===== config.mk =====
export PLATFORM = sky130hd
export DESIGN_NAME = truth_table_extractor
export DESIGN_NICKNAME = d
export VERILOG_FILES = /design/src/rtl/qm_pkg.sv /design/src/rtl/settle_timer.sv /design/src/rtl/truth_table_extractor.sv
export SDC_FILE = /design/constraint.sdc
export NUM_CORES = 1
export LEC_CHECK = 0
export BUFFER_PORTS_ARGS = -buffer_cell sky130_fd_sc_hd__buf_2
export CAP_MARGIN = 20
export CORE_UTILIZATION = 40
export DETAILED_ROUTE_END_ITERATION = 6
export PLACE_DENSITY = 0.72
export SETUP_SLACK_MARGIN = 0.1
export SLEW_MARGIN = 40
export SYNTH_ARGS = -nofsm -noshare
export SYNTH_HDL_FRONTEND = slang
export SYNTH_HIERARCHICAL = 1
export SYNTH_SLANG_ARGS = --single-unit
export TNS_END_PERCENT = 30

===== constraint.sdc =====
create_clock -name clk -period 5 [get_ports clk]
set_input_delay 0.75 -clock clk [delete_from_list [all_inputs] [get_ports clk]]
set_output_delay 0.75 -clock clk [all_outputs]
set_load 0.05 [all_outputs]

===== src/rtl/qm_pkg.sv =====
// Shared types and helpers for the truth-table readback harness.
// Holds the sweep FSM encoding, the default table depth and a width helper.
package qm_pkg;

    typedef enum logic [1:0] {
        IDLE   = 2'd0,
        SETTLE = 2'd1,
        SAMPLE = 2'd2,
        DONE   = 2'd3
    } tt_state_e;

    localparam int TT_N_IN  = 5;
    localparam int TT_DEPTH = 2**TT_N_IN;

    // Bits needed to hold value-1; never less than one so a 1-cycle settle still gets a flop.
    function automatic int clog2(input int value);
        int w;
        w = 1;
        for (int i = 1; i < 31; i++) begin
            if ((32'sd1 <<< i) < value) begin
                w = i + 1;
            end else begin
                w = w;
            end
        end
        return w;
    endfunction

endpackage


===== src/rtl/settle_timer.sv =====
// Load / count-down counter with a zero flag, used to hold each vector stable
// long enough for the netlist under test to settle.
module settle_timer #(
    parameter int W = 2
) (
    input  logic         clk,
    input  logic         rst_n,
    input  logic         load,
    input  logic [W-1:0] load_val,
    input  logic         dec,
    output logic         zero
);

    logic [W-1:0] cnt_q;
    logic [W-1:0] cnt_d;

    // Next count: load wins over decrement; decrement stops at zero.
    always_comb begin
        cnt_d = cnt_q;
        if (load) begin
            cnt_d = load_val;
        end else if (dec && (cnt_q != {W{1'b0}})) begin
            cnt_d = cnt_q - W'(1);
        end else begin
            cnt_d = cnt_q;
        end
    end

    // Counter register.
    always_ff @(posedge clk or negedge rst_n) begin
        if (!rst_n) begin
            cnt_q <= {W{1'b0}};
        end else begin
            cnt_q <= cnt_d;
        end
    end

    assign zero = (cnt_q == {W{1'b0}});

endmodule


===== src/rtl/truth_table_extractor.sv =====
// Sweeps all input vectors of a combinational netlist, captures its output into a
// truth table and compares it against a latched expected minterm mask.
module truth_table_extractor
    import qm_pkg::*;
#(
    parameter  int N_IN          = TT_N_IN,
    parameter  int SETTLE_CYCLES = 4,
    localparam int DEPTH         = 2**N_IN
) (
    input  logic              clk,
    input  logic              rst_n,
    input  logic              start,
    input  logic [DEPTH-1:0]  expected_i,
    input  logic              dut_i,
    output logic [N_IN-1:0]   vec_o,
    output logic              busy,
    output logic              done,
    output logic [DEPTH-1:0]  table_o,
    output logic              mismatch,
    output logic [N_IN-1:0]   first_fail,
    output logic [N_IN:0]     fail_count
);

    localparam int CNT_W = clog2(SETTLE_CYCLES);
    localparam int FC_W  = N_IN + 1;

    tt_state_e state_q, state_d;

    logic [N_IN-1:0]  vec_q, vec_d;
    logic             busy_q, busy_d;
    logic             done_q, done_d;
    logic [DEPTH-1:0] table_q, table_d;
    logic [DEPTH-1:0] exp_q, exp_d;
    logic             mismatch_q, mismatch_d;
    logic [N_IN-1:0]  first_fail_q, first_fail_d;
    logic [FC_W-1:0]  fail_count_q, fail_count_d;

    logic accept_s;
    logic last_s;
    logic load_s;
    logic dec_s;
    logic zero_s;

    assign accept_s = (state_q == IDLE) && start;
    assign last_s   = (vec_q == N_IN'(DEPTH - 1));
    assign load_s   = accept_s || ((state_q == SAMPLE) && !last_s);
    assign dec_s    = (state_q == SETTLE);

    settle_timer #(
        .W (CNT_W)
    ) u_settle_timer (
        .clk      (clk),
        .rst_n    (rst_n),
        .load     (load_s),
        .load_val (CNT_W'(SETTLE_CYCLES - 1)),
        .dec      (dec_s),
        .zero     (zero_s)
    );

    // State register.
    always_ff @(posedge clk or negedge rst_n) begin
        if (!rst_n) begin
            state_q <= IDLE;
        end else begin
            state_q <= state_d;
        end
    end

    // Next-state logic; start is only looked at in IDLE.
    always_comb begin
        state_d = state_q;
        case (state_q)
            IDLE: begin
                if (start) state_d = SETTLE;
                else       state_d = IDLE;
            end
            SETTLE: begin
                if (zero_s) state_d = SAMPLE;
                else        state_d = SETTLE;
            end
            SAMPLE: begin
                if (last_s) state_d = DONE;
                else        state_d = SETTLE;
            end
            DONE:    state_d = IDLE;
            default: state_d = IDLE;
        endcase
    end

    // Capture/compare datapath and status outputs, all computed from the current state.
    always_comb begin
        vec_d        = vec_q;
        busy_d       = busy_q;
        done_d       = 1'b0;
        table_d      = table_q;
        exp_d        = exp_q;
        mismatch_d   = mismatch_q;
        first_fail_d = first_fail_q;
        fail_count_d = fail_count_q;
        case (state_q)
            IDLE: begin
                if (start) begin
                    vec_d        = {N_IN{1'b0}};
                    busy_d       = 1'b1;
                    table_d      = {DEPTH{1'b0}};
                    exp_d        = expected_i;
                    mismatch_d   = 1'b0;
                    first_fail_d = {N_IN{1'b0}};
                    fail_count_d = {FC_W{1'b0}};
                end else begin
                    busy_d = busy_q;
                end
            end
            SAMPLE: begin
                table_d[vec_q] = dut_i;
                if (dut_i != exp_q[vec_q]) begin
                    fail_count_d = fail_count_q + FC_W'(1);
                    if (!mismatch_q) begin
                        first_fail_d = vec_q;
                        mismatch_d   = 1'b1;
                    end else begin
                        first_fail_d = first_fail_q;
                    end
                end else begin
                    fail_count_d = fail_count_q;
                end
                if (!last_s) vec_d = vec_q + N_IN'(1);
                else         vec_d = vec_q;
            end
            DONE: begin
                done_d = 1'b1;
                busy_d = 1'b0;
            end
            default: begin
                done_d = 1'b0;
            end
        endcase
    end

    // Datapath and output registers.
    always_ff @(posedge clk or negedge rst_n) begin
        if (!rst_n) begin
            vec_q        <= {N_IN{1'b0}};
            busy_q       <= 1'b0;
            done_q       <= 1'b0;
            table_q      <= {DEPTH{1'b0}};
            exp_q        <= {DEPTH{1'b0}};
            mismatch_q   <= 1'b0;
            first_fail_q <= {N_IN{1'b0}};
            fail_count_q <= {FC_W{1'b0}};
        end else begin
            vec_q        <= vec_d;
            busy_q       <= busy_d;
            done_q       <= done_d;
            table_q      <= table_d;
            exp_q        <= exp_d;
            mismatch_q   <= mismatch_d;
            first_fail_q <= first_fail_d;
            fail_count_q <= fail_count_d;
        end
    end

    assign vec_o      = vec_q;
    assign busy       = busy_q;
    assign done       = done_q;
    assign table_o    = table_q;
    assign mismatch   = mismatch_q;
    assign first_fail = first_fail_q;
    assign fail_count = fail_count_q;

endmodule


# Yosys cells after proc, flatten, opt, wreduce, memory -nomap -nowiden
# Index checks and enable logic that the tools add are counted.
# Widths: inputs -> output; s select.
classes:
  shift: 0
  reduce_logical: 18
  n_div: 0
  n_lt_le_gt_ge: 2
  add_sub_neg: 3
  mux: 28
  mul: 0
  n_eq_ne: 9
  bitwise_logic: 0
op_table:
  columns: ["op", "count"]
  rows:
  - ["$pmux 32 s2", 1]
  - ["$bwmux 32", 1]
  - ["$mux 32", 1]
  - ["$mux 5", 4]
  - ["$pmux 5 s2", 2]
  - ["$mux 6", 2]
  - ["$pmux 6 s2", 1]
  - ["$mux 2", 4]
  - ["$pmux 2 s4", 1]
  - ["$reduce_bool 2->1", 4]
  - ["$mux 1", 7]
  - ["$add 6x1->6 const B", 1]
  - ["$lt 5x6->1 const B", 1]
  - ["$ne 2x2->1 const B", 3]
  - ["$reduce_and 2->1", 3]
  - ["$reduce_and 3->1", 2]
  - ["$add 5x1->5 const B", 1]
  - ["$bmux 1 s5", 1]
  - ["$demux 1 s5", 1]
  - ["$eq 5x5->1 const B", 1]
  - ["$ge 5x1->1 const B", 1]
  - ["$eq 2x2->1 const B", 2]
  - ["$logic_and 1x1->1", 4]
  - ["$logic_not 2->1", 2]
  - ["other kinds (8)", 9]
word_totals:
  ram_bits: 0
  reg_bits: 87
  romBits: 0
  latchBits: 0
  n_memories: 0
  wordCells: 70
  output_inout_bits: 51

# Depth between registers and ports, before layout
logic_depth:
  word_depth: 6
  ltp_mapped: 9

# By module
# Netlist, hierarchy kept.
modules_own_cells:
  columns: ["module", "cells_per_inst", "n_inst", "area_per_inst_um2"]
  rows:
  - ["truth_table_extractor", 453, 1, 4249.1]
  - ["settle_timer", 13, 1, 132.6]

# Least setup slack after synthesis
# OpenSTA, ideal clock, no wires.
synth_path:
  path_kind: "reg2reg"
  startpoint: "register vec_q[1], in the netlist vec_o[1]"
  endpoint: "register first_fail_q[0], in the netlist first_fail[0]"
  stages_incl_launch_ff: 8
  slack_ps: 2592
  period_less_slack_ps: 2408
  t_arrival_ps: 2328
  setup_time_ps: 79
  cell_sequence: "dfrtp_1 > buf_4 > or3b_1 > o221ai_1 > a22oi_2 > a211o_4 > a21oi_4 > mux2i_1"
synth_between:
  elab_chain_cells: 5
synth_rtl:
  columns: ["item", "line_no", "rtl"]
  rows:
  - ["from (decl)", "truth_table_extractor.sv:29", "logic [N_IN-1:0] vec_q, vec_d;"]
  - ["from (signal assigned)", "truth_table_extractor.sv:143", "vec_q <= {N_IN{1'b0}};"]
  - ["from (signal assigned)", "truth_table_extractor.sv:152", "vec_q <= vec_d;"]
  - ["$bmux 1 s5", "truth_table_extractor.sv:116", "if (dut_i != exp_q[vec_q]) begin"]
  - ["$mux 1 (implied by the code)", "truth_table_extractor.sv:116", null]
  - ["$ne 1x1->1", "truth_table_extractor.sv:116", null]
  - ["$ne 2x1->1 (no line)", null, null]
  - ["$reduce_and 4->1 (no line)", null, null]
  - ["to (signal assigned)", "truth_table_extractor.sv:149", "first_fail_q <= {N_IN{1'b0}};"]
  - ["to (signal assigned)", "truth_table_extractor.sv:158", "first_fail_q <= first_fail_d;"]
  - ["to (decl)", "truth_table_extractor.sv:35", "logic [N_IN-1:0] first_fail_q, first_fail_d;"]
# No other way between the ends. The select of a mux whose other input is x is not followed.
# A chain may end at the register's enable or synchronous reset.

# Worst setup path in the final report
layout_path:
  startpoint: "register vec_q[2], in the netlist vec_o[2]"
  endpoint: "register first_fail_q[4], in the netlist first_fail[4]"
# The elaborated chain is that of the path after synthesis.

==> impl_metrics.csv <==
group,metric,value,unit
placement,placed_area,0.00479,mm^2
setup_path,r2r-end,"first_fail[4]",
setup_path,r2r_slack,2.42,ns
layout,layout_commonest_cell,"nand2_1",
layout,final_nets,579,
placement,port_buffers,86,
power,finalPower,2.25,mW
layout,final_cell_mix,"159 x nand2_1, 86 x dfrtp_1, 85 x buf_2",
setup_path,worstSetupEndpointType,"register",
route,viasPerCell,5.31,
cts,cts_resized,0,
floorplanning,num_rows,37,
logic_synthesis,avgSynthCellArea,9.40,um^2
timing,whs,0.406,ns
power,p_leak,2.59,nW
timing,setup_viol,0,
timing,worst_pin_slew,0.758,ns
global_routing,antenna_found_initial,0,
floorplanning,io_pins,87,
cts,cts_buffers,9,
logic_synthesis,ys_seq_elements,87,
cts,insertion_delay,0.37,ns
setup_path,path_max_fanout,24,
logic_synthesis,synth.distinct_cells,45,
setup_path,r2r_cells,6,
global_routing,overflow,0,
timing,maxSlewViolCount,0,
layout,antenna_cells,0,
layout,final_util,0.477,
cts,h-tree-depth,3,
placement,hpwl,7380,um
hold_path,min_path_type,"primary input to async pin",
setup_path,worstSetupPathType,"register to register",
power,switching_share,0.398,
global_routing,grt_usage,0.198,
timing,setup_tns,0,ns
floorplanning,die-area,0.0114,mm^2
global_routing,grt_pass1_vias,3621,
timing,period_minus_slack,2.58,ns
logic_synthesis,yosysWarningCount,6,
floorplanning,start_util,0.419,
logic_synthesis,synth_edf_count,0,
route,firstDrtPassIters,4,
setup_path,cp.arrival,2.85,ns
floorplanning,die_w,107,um
timing,hold_violations,0,
setup_path,startpoint,"vec_o[2]",
route,drcViolationCount,0,
timing,maxSlewHeadroom,0.495,
layout,design_area,0.00499,mm^2
power,combPwrFrac,0.320,
power,p_sw,897,uW
global_routing,grt_max_degree,88,
job,drv_cap,0,
placement,gp_congestion,0.818,
timing,max_freq,0.388,GHz
power,internal-power,1.35,mW
setup_path,worstSetupStartpointType,"register",
route,wire_per_inst,15.8,um
cts,clock-sinks,87,
power,clkPwrFrac,0.224,
logic_synthesis,yosysSeqAreaShare,0.497,
cts,post_cts_buffers,0,
route,drt_iter0_markers,209,
cts,cts_tree,"built",
layout,areaGrowthSynthToFinish,14.0,%
timing,fin_crit_sh,0.515,
route,wirelength,10700,um
logic_synthesis,synth_ff_type,"dfrtp_1",
power,ir_drop,0.199,mV
setup_path,r2r-start,"vec_o[2]",
floorplanning,die_height,107,um
timing,rsz0062_at_grt,"false",
cts,cts_root_buf,"clkbuf_8",
logic_synthesis,synthCells,466,
cts,cts_buffer_depth,2,
setup_path,crit_required,5.28,ns
status,outcome,"finished, final reports clean",
logic_synthesis,synth_area,0.00438,mm^2
global_routing,grt_pass1_wl,17900,um
cts,path_clk_slew,0.10,ns
power,pwr_density_cell,451,mW/mm^2
route,vias,3598,
route,drt.antenna.violating_nets,0,
power,pwr-share-seq,0.456,
cts,hold_buffers,0,
logic_synthesis,ys_async_sr_fraction,1.00,
timing,skew,0.0152,ns
floorplanning,coreArea,0.0105,mm^2
layout,drive_gt1_frac,0.220,
critical path, cell delays in order, from the launching register on:
cell and delay, ns:
dfrtp_1 0.79, or3b_1 0.43, o221ai_1 0.23, a22oi_2 0.16, a211o_4 0.40, a21oi_4 0.25
mux2i_1 0.23
synthesized netlist by cell type (3+ instances only):
library cell,number,share of area
buf_6,4,0.010
nand3b_1,3,0.0051
nand3_1,37,0.042
nand4_1,4,0.0057
inv_1,8,0.0069
mux2i_1,22,0.050
or3b_1,3,0.0060
o211ai_1,33,0.057
and2_1,8,0.011
nor2_1,7,0.0060
nor3_1,4,0.0046
clkbuf_8,8,0.025
clkbuf_1,17,0.015
ha_1,7,0.020
nor2b_1,5,0.0071
o21ai_0,9,0.010
nand2_1,160,0.14
o221ai_1,8,0.016
dfrtp_1,87,0.50
and3_1,3,0.0043
metrics by stage:
stage / setup slack, ns / instances
6_report: 2.42 / 677
2_1_floorplan: 2.59 / 467
3_5_place_dp: 2.45 / 661
5_1_grt: 2.29 / 677
4_1_cts: 2.42 / 677
3_3_place_gp: 2.36 / 661
power by group through the flow:
| stage | logic [mW] | registers, mW | clock network (mW) |
|---|---|---|---|
| finish | 0.720 | 1.03 | 0.505 |
| global route | 0.811 | 1.05 | 0.545 |
| CTS | 0.726 | 1.03 | 0.513 |
| detailed placement | 0.723 | 1.04 | 0 |
| global placement | 0.687 | 1.04 | 0 |
| floorplan | 0.511 | 1.06 | 0 |
kinds of logic after synthesis:
group	synth area share
AO/OA/AOI/OAI	0.118
XOR/XNOR	0.00600
adder cells (fa/ha/maj)	0.0200
buffers and inverters	0.0585
flip-flops	0.497
multiplexers	0.0528
other	0.000856
AND/OR/NAND/NOR	0.247
layout make-up:
class / count / area (um^2)
flip-flops and latches: 87 / 2180
fillers: 1058 / 5470
repair buffers: 88 / 454
inverters: 8 / 30.0
well taps: 136 / 170
multi-input cells: 342 / 1960
clock buffers: 9 / 124
clock inverters: 7 / 80.1
routing by layer:
| layer | up-vias | GRT usage | share of wire |
|---|---|---|---|
| met2 | 105 | 0.327 | 0.48 |
| li1 | 1751 | - | - |
| met4 | 0 | 0.0558 | 0.013 |
| met1 | 1726 | 0.263 | 0.45 |
| met3 | 16 | 0.0401 | 0.053 |
| met5 | - | 0 | 0 |
flip-flops by register name, summed over array words and instances, names as in the netlist:
signal,cells
busy,1
done,1
exp_q,32
fail_count,6
first_fail,5
mismatch,1
state_q,2
table_o,32
u_settle_timer/cnt_q,2
vec_o,5
worst max path at each step:
| stage | slack (ns) | cells after the start | to |
|---|---|---|---|
| floorplan | 2.59 | 7 | first_fail[0] |
| global placement | 2.36 | 6 | first_fail[2] |
| finish | 2.42 | 6 | first_fail[4] |
| global route | 2.29 | 6 | first_fail[4] |
| CTS | 2.42 | 6 | first_fail[4] |
| detailed placement | 2.45 | 6 | first_fail[1] |
(Power assumes the default switching activity.)
